--- src/rtl/stage2_relu_pool.sv ---
// -----------------------------------------------------------------------------
// stage2_relu_pool
//
// Purpose:
//   This block takes the stage-2 channel-sum stream, one C3 feature-map pixel
//   per valid cycle, in raster order. For each pixel it adds the per-map bias,
//   saturates the sum and applies ReLU. It then does 2x2 stride-2 max pooling
//   and emits the pooled map in raster order to the stage-3 input buffer.
//
// Pipeline:
//   capture (accepting edge) -> stage A (bias/sat/ReLU) -> stage B (pooling)
//   A pooled result therefore appears two edges after the accepting edge of
//   its completing pixel (odd row, odd col).
//
// Ports:
//   clk        rising-edge clock
//   rst        synchronous active-high reset
//   en         block enable; low clears the block like rst
//   bias_in    signed per-map bias, sampled with each accepted pixel
//   din_valid  din carries a pixel this cycle
//   din        signed channel sum
//   dout_valid pooled pixel valid (one-cycle pulse)
//   dout       pooled value, non-negative (MSB always 0); holds when idle
//   dout_row   pooled row index of dout
//   dout_col   pooled column index of dout
//   frame_done one-cycle pulse with the last pooled pixel of a map
// -----------------------------------------------------------------------------
module stage2_relu_pool #(
    parameter int DATA_W = 12,
    parameter int MAP_W  = 10,
    parameter int MAP_H  = 10
) (
    input  logic                         clk,
    input  logic                         rst,
    input  logic                         en,
    input  logic [DATA_W-1:0]            bias_in,
    input  logic                         din_valid,
    input  logic [DATA_W-1:0]            din,
    output logic                         dout_valid,
    output logic [DATA_W-1:0]            dout,
    output logic [$clog2(MAP_H/2)-1:0]   dout_row,
    output logic [$clog2(MAP_W/2)-1:0]   dout_col,
    output logic                         frame_done
);

    localparam int COL_W  = $clog2(MAP_W);
    localparam int ROW_W  = $clog2(MAP_H);
    localparam int OCOL_W = $clog2(MAP_W/2);
    localparam int OROW_W = $clog2(MAP_H/2);

    localparam logic [COL_W-1:0]  LAST_COL = COL_W'(MAP_W - 1);
    localparam logic [ROW_W-1:0]  LAST_ROW = ROW_W'(MAP_H - 1);
    localparam logic [DATA_W-1:0] POS_MAX  = {1'b0, {(DATA_W-1){1'b1}}};

    logic clear;
    logic accept;

    assign clear  = rst | ~en;
    assign accept = en & din_valid;

    // ---------------------------------------------------------------------
    // Raster position of the next accepted pixel
    // ---------------------------------------------------------------------
    logic [COL_W-1:0] col;
    logic [ROW_W-1:0] row;

    always_ff @(posedge clk) begin
        if (clear) begin
            col <= '0;
            row <= '0;
        end else if (accept) begin
            if (col == LAST_COL) begin
                col <= '0;
                row <= (row == LAST_ROW) ? '0 : row + 1'b1;
            end else begin
                col <= col + 1'b1;
            end
        end
    end

    // ---------------------------------------------------------------------
    // Capture: pixel, its bias and its position on the accepting edge
    // ---------------------------------------------------------------------
    logic              p_valid;
    logic [DATA_W-1:0] p_din;
    logic [DATA_W-1:0] p_bias;
    logic [COL_W-1:0]  p_col;
    logic [ROW_W-1:0]  p_row;

    always_ff @(posedge clk) begin
        if (clear) begin
            p_valid <= 1'b0;
            p_din   <= '0;
            p_bias  <= '0;
            p_col   <= '0;
            p_row   <= '0;
        end else begin
            p_valid <= accept;
            if (accept) begin
                p_din  <= din;
                p_bias <= bias_in;
                p_col  <= col;
                p_row  <= row;
            end
        end
    end

    // ---------------------------------------------------------------------
    // Stage A: bias add, positive saturation, ReLU
    // ---------------------------------------------------------------------
    logic [DATA_W:0]   sum;
    logic [DATA_W-1:0] relu;

    always_comb begin
        sum  = {p_din[DATA_W-1], p_din} + {p_bias[DATA_W-1], p_bias};
        relu = sum[DATA_W-1:0];
        // sum is DATA_W+1 bits wide, so it cannot overflow. Its sign bit
        // marks a negative result. When the sum is non-negative, bit DATA_W-1
        // is set exactly when the sum exceeds the positive maximum.
        if (sum[DATA_W]) begin
            relu = '0;
        end else if (sum[DATA_W-1]) begin
            relu = POS_MAX;
        end
    end

    logic              a_valid;
    logic [DATA_W-1:0] a_val;
    logic [COL_W-1:0]  a_col;
    logic [ROW_W-1:0]  a_row;

    always_ff @(posedge clk) begin
        if (clear) begin
            a_valid <= 1'b0;
            a_val   <= '0;
            a_col   <= '0;
            a_row   <= '0;
        end else begin
            a_valid <= p_valid;
            if (p_valid) begin
                a_val <= relu;
                a_col <= p_col;
                a_row <= p_row;
            end
        end
    end

    // ---------------------------------------------------------------------
    // Stage B: horizontal max via hold register, vertical max via line buffer
    // ---------------------------------------------------------------------
    logic [DATA_W-1:0] hold;
    logic [DATA_W-1:0] linebuf [MAP_W/2];
    logic [OCOL_W-1:0] lb_idx;
    logic [DATA_W-1:0] hmax;
    logic [DATA_W-1:0] lb_rd;
    logic [DATA_W-1:0] pooled;
    logic              last_pix;

    always_comb begin
        lb_idx   = OCOL_W'(a_col >> 1);
        hmax     = (a_val > hold) ? a_val : hold;
        lb_rd    = linebuf[lb_idx];
        pooled   = (lb_rd > hmax) ? lb_rd : hmax;
        last_pix = (a_row == LAST_ROW) && (a_col == LAST_COL);
    end

    always_ff @(posedge clk) begin
        if (clear) begin
            for (int unsigned i = 0; i < MAP_W/2; i++) begin
                linebuf[i] <= '0;
            end
        end else if (a_valid && a_col[0] && !a_row[0]) begin
            linebuf[lb_idx] <= hmax;
        end
    end

    always_ff @(posedge clk) begin
        if (clear) begin
            hold       <= '0;
            dout       <= '0;
            dout_valid <= 1'b0;
            dout_row   <= '0;
            dout_col   <= '0;
            frame_done <= 1'b0;
        end else begin
            dout_valid <= 1'b0;
            frame_done <= 1'b0;
            if (a_valid) begin
                if (!a_col[0]) begin
                    hold <= a_val;
                end else if (a_row[0]) begin
                    dout       <= pooled;
                    dout_valid <= 1'b1;
                    dout_row   <= OROW_W'(a_row >> 1);
                    dout_col   <= OCOL_W'(a_col >> 1);
                    frame_done <= last_pix;
                end
            end
        end
    end

endmodule
--- config.mk ---
export PLATFORM = sky130hd
export DESIGN_NAME = stage2_relu_pool
export DESIGN_NICKNAME = d
export VERILOG_FILES = /design/src/rtl/stage2_relu_pool.sv
export SDC_FILE = /design/constraint.sdc
export NUM_CORES = 1
export LEC_CHECK = 0
export ABC_AREA = 1
export BUFFER_PORTS_ARGS = -buffer_cell sky130_fd_sc_hd__buf_2
export CORE_MARGIN = 3
export CORE_UTILIZATION = 45
export CTS_BUF_LIST = sky130_fd_sc_hd__clkbuf_4
export CTS_CLUSTER_SIZE = 24
export DETAILED_ROUTE_END_ITERATION = 7
export GPL_TIMING_DRIVEN = 0
export PLACE_DENSITY = 0.69
export SLEW_MARGIN = 20
export SYNTH_ARGS = -nofsm -noshare
export SYNTH_HDL_FRONTEND = slang
export SYNTH_SLANG_ARGS = --single-unit
--- constraint.sdc ---
create_clock -name clk -period 3 [get_ports clk]
set_input_delay 0.15 -clock clk [delete_from_list [all_inputs] [get_ports clk]]
set_output_delay 0.15 -clock clk [all_outputs]
set_load 0.01 [all_outputs]
==> impl_metrics.yaml <==
synthesis:
  synth_edf_count: 88
  syn_inst: 1097
  synth_mux_area_frac: 0
  synth_area_per_cell_sq_um: 8.11
  yosys.area.top_type: "edfxtp_1"
  yosys-top-cells-count: "nand2_1 (280), nor2_1 (184), dfxtp_1 (94)"
  synthArstFlopShare: 0
  synth_xor_area_frac: 0.00787
  netlist.area_leader.share: 0.297
  ys_warn_count: 0
  synth_compound_area_frac: 0.0949
  synth_adder_area_share: 0.0501
  synthFlopType: "dfxtp_1"
  ys_types: 37
  netlist_area_sq_mm: 0.00890
  yosys.cell_count.top_type: "nand2_1"
  synth_fp_nets: 1160
  synth.area.top_cells: "edfxtp_1 (30%), dfxtp_1 (21%), nand2_1 (12%)"
  synth_seq_cells: 182
  synthSimpleGateAreaFrac: 0.259
  yosysSeqAreaShare: 0.508
  synth_top_family_by_area: "simple AND/OR/NAND/NOR gates"
clocking:
  clk_path_buf_depth: 2
  clk_pin_slew_ps: 160
  cts-htree-levels: 4
  cts_tree: "yes"
  clock_latency_ps: 610
  cts-root-buf: "clkbuf_4"
  cts_made_buffers: 17
  clock-sinks: 182
final_layout:
  finalNetCount: 1279
  finalNonFillerCells: 1490
  nFillCells: 1679
  final_cell_area_sq_mm: 0.0109
  syn2layout_area_growth_pct: 22.0
  drive_gt1_frac: 0.238
  final_core_util: 0.569
place:
  gp_congestion: 0.833
  placed_area_sq_mm: 0.00948
  pre_cts_slack_ps: -236
  dpl.cell_count: 1405
  hpwlAfterDp_mm: 15.6
  io_buffers: 46
route:
  dr_total_vias: 7705
  vias_per_cell: 5.17
  wl_per_cell_um: 15.4
  drc: 1
  wl_mm: 23.0
  drt_iter0_markers: 527
  drtPass1Iterations: 8
  ant_nets: 0
timing:
  fin_crit_sh: 1.02
  fin_setup_tns_ps: -71.0
  slew_headroom: 0.281
  finalClockSkew_ps: 33.8
  worstMarginPinSlew_ps: 1070
  finalHoldViolCount: 0
  slew_violations: 0
  period_needed_ps: 3050
  max_freq_mhz: 328
  whs_ps: 82.2
  rsz0062_at_grt: "true"
  finalSetupViolCount: 3
  worst_slack_ps: -47.5
flow_run:
  drv_cap: 0
global_routing:
  overflow: 0
  first_global_vias: 7166
  grtUsageTotal: 0.201
  antenna_found_initial: 1
  grt_pass1_wl_mm: 34.9
  grt_start_max_net_pins: 19
critical_path:
  reg2reg_slack_ps: -50
  crit_top_cell: "nand2_2"
  cp.required_ps: 3470
  reg2reg_depth: 22
  startpoint_type: "flop"
  slowest_stage: "dfxtp_2"
  critPathMaxStageDelay_ps: 400
  cp-end-kind: "flop"
  crit_fanout: 6
  path_class: "reg2reg"
  arrival_ps: 3520
  path_cells: "inv_1 -> ha_1 -> nand3_2 -> inv_1 -> nand2_2 -> nand3_4 -> nand2_4 -> buf_8 -> nand2_2 -> nand2_4 -> inv_4 -> ha_1 -> nand2_2 -> nor3_4 -> nand2_2 -> nand3_4 -> buf_6 -> nand3_2 -> nand2_2 -> inv_1 -> nand2_2 -> a21oi_2"
floorplanning:
  num_rows: 50
  start_util: 0.466
  core_sq_mm: 0.0191
  io_pins: 48
  die_w_um: 147
  dieArea_sq_mm: 0.0215
  die_h_um: 147
pwr:
  leakage_nw: 4.50
  peakVddDrop_mv: 0.280
  power.total_mw: 4.53
  p_per_area_mw_per_mm2: 417
outcome:
  outcome: "finished with violations"
  violations: "design-rule violations, negative setup slack"
hold_path:
  hold_path_depth: 6
  hold_path_class: "in2reg"
sequential cells by signal, indices dropped and copies added, names as in the netlist, 3 cells and up, named ones only:
name      cells
linebuf      88
p_bias       12
p_din        12
a_val        11
dout         11
hold         11
a_col         4
a_row         4
col           4
p_col         4
p_row         4
row           4
dout_col      3
dout_row      3
kinds of logic (layout without fill, tap and decap cells):
kind of cell | after synthesis | after routing
DFF | 182 | 182
adders and majority gates | 35 | 35
xor gates and xnor gates | 8 | 8
and+or+nand+nor | 563 | 563
buffers and inverters | 151 | 283
other | 1 | 2
AOI/OAI and AO/OA | 157 | 157
report_power, final:
group          total (mW)  internal (mW)  switching (mW)
combinational       0.546          0.221           0.324
sequential           2.66           2.64          0.0232
clock                1.32          0.362           0.958
routing by layer:
metal  vias up  track usage  part of all wire
met3        56       0.0419             0.048
li1       3806            -                 -
met4         0       0.0753             0.034
met1      3605        0.269              0.44
met5         -            0                 0
met2       238        0.321              0.47
layout by cell type, fill, tap and decap left out, types with 2 or more instances in the layout:
| cell type | Yosys | routed |
|---|---|---|
| inv_6 | 1 | 8 |
| buf_8 | 0 | 2 |
| ha_4 | 0 | 16 |
| inv_1 | 83 | 77 |
| buf_4 | 3 | 27 |
| dfxtp_1 | 94 | 74 |
| buf_6 | 13 | 18 |
| clkbuf_4 | 0 | 17 |
| nor2_2 | 2 | 5 |
| o21ai_0 | 64 | 64 |
| nor3_2 | 1 | 3 |
| inv_4 | 0 | 7 |
| edfxtp_1 | 88 | 88 |
| xnor2_1 | 4 | 4 |
| ha_1 | 34 | 18 |
| nand3_2 | 4 | 19 |
| o21ai_1 | 16 | 16 |
| clkbuf_1 | 17 | 16 |
| a21oi_2 | 12 | 16 |
| clkinv_4 | 0 | 4 |
| dfxtp_2 | 0 | 15 |
| nor2_1 | 184 | 181 |
| nand3_4 | 0 | 4 |
| xor2_1 | 4 | 4 |
| buf_1 | 3 | 3 |
| nor3_1 | 6 | 3 |
| inv_8 | 0 | 2 |
| nand2_2 | 4 | 30 |
| nand3_1 | 73 | 54 |
| nand4_1 | 4 | 4 |
| nand2_1 | 280 | 240 |
| buf_2 | 15 | 59 |
| inv_2 | 15 | 11 |
| dlygate4sd3_1 | 0 | 25 |
| a21oi_1 | 60 | 55 |
| nand2_4 | 0 | 14 |
| clkinvlp_4 | 0 | 2 |
| dfxtp_4 | 0 | 5 |
| nor2_4 | 2 | 2 |
worst max-delay path, delay by kind of cell, from the launching register on:
| family | cells | cell delay (ps) |
|---|---|---|
| compound gates | 1 | 50 |
| fa+ha+maj | 2 | 570 |
| buf+inv | 6 | 550 |
| flops | 1 | 400 |
| simple gates | 13 | 1330 |
worst paths after layout:
path,start,to
setup reg to reg,hold[8]$_SDFFE_PP0P_,dout[3]$_SDFFE_PP0P_
hold / removal,en,hold[0]$_SDFFE_PP0P_
hold reg to reg,p_row[0]$_SDFFE_PP0P_,a_row[0]$_SDFFE_PP0P_
setup / recovery,hold[8]$_SDFFE_PP0P_,dout[3]$_SDFFE_PP0P_
repair_timing:
action,CTS,global route
gates cloned,1,3
gates resized for setup,31,136
setup endpoints to repair,11,11
pin swaps,3,28
hold endpoints to repair,28,0
hold buffers,25,0
setup buffers,1,22
cell type report:
type | instances | area [sq um] | share of cell area
inverters | 99 | 408 | 0.0376
multi-input cells | 764 | 4230 | 0.389
flip-flops and latches | 182 | 4560 | 0.420
well taps | 260 | 325 | 0.0300
repair buffers | 100 | 714 | 0.0658
plain buffers | 52 | 360 | 0.0332
clock buffers | 17 | 128 | 0.0118
diodes | 1 | 2.50 | 0.000230
clock inverters | 15 | 134 | 0.0123
(Power assumes the default switching activity.)
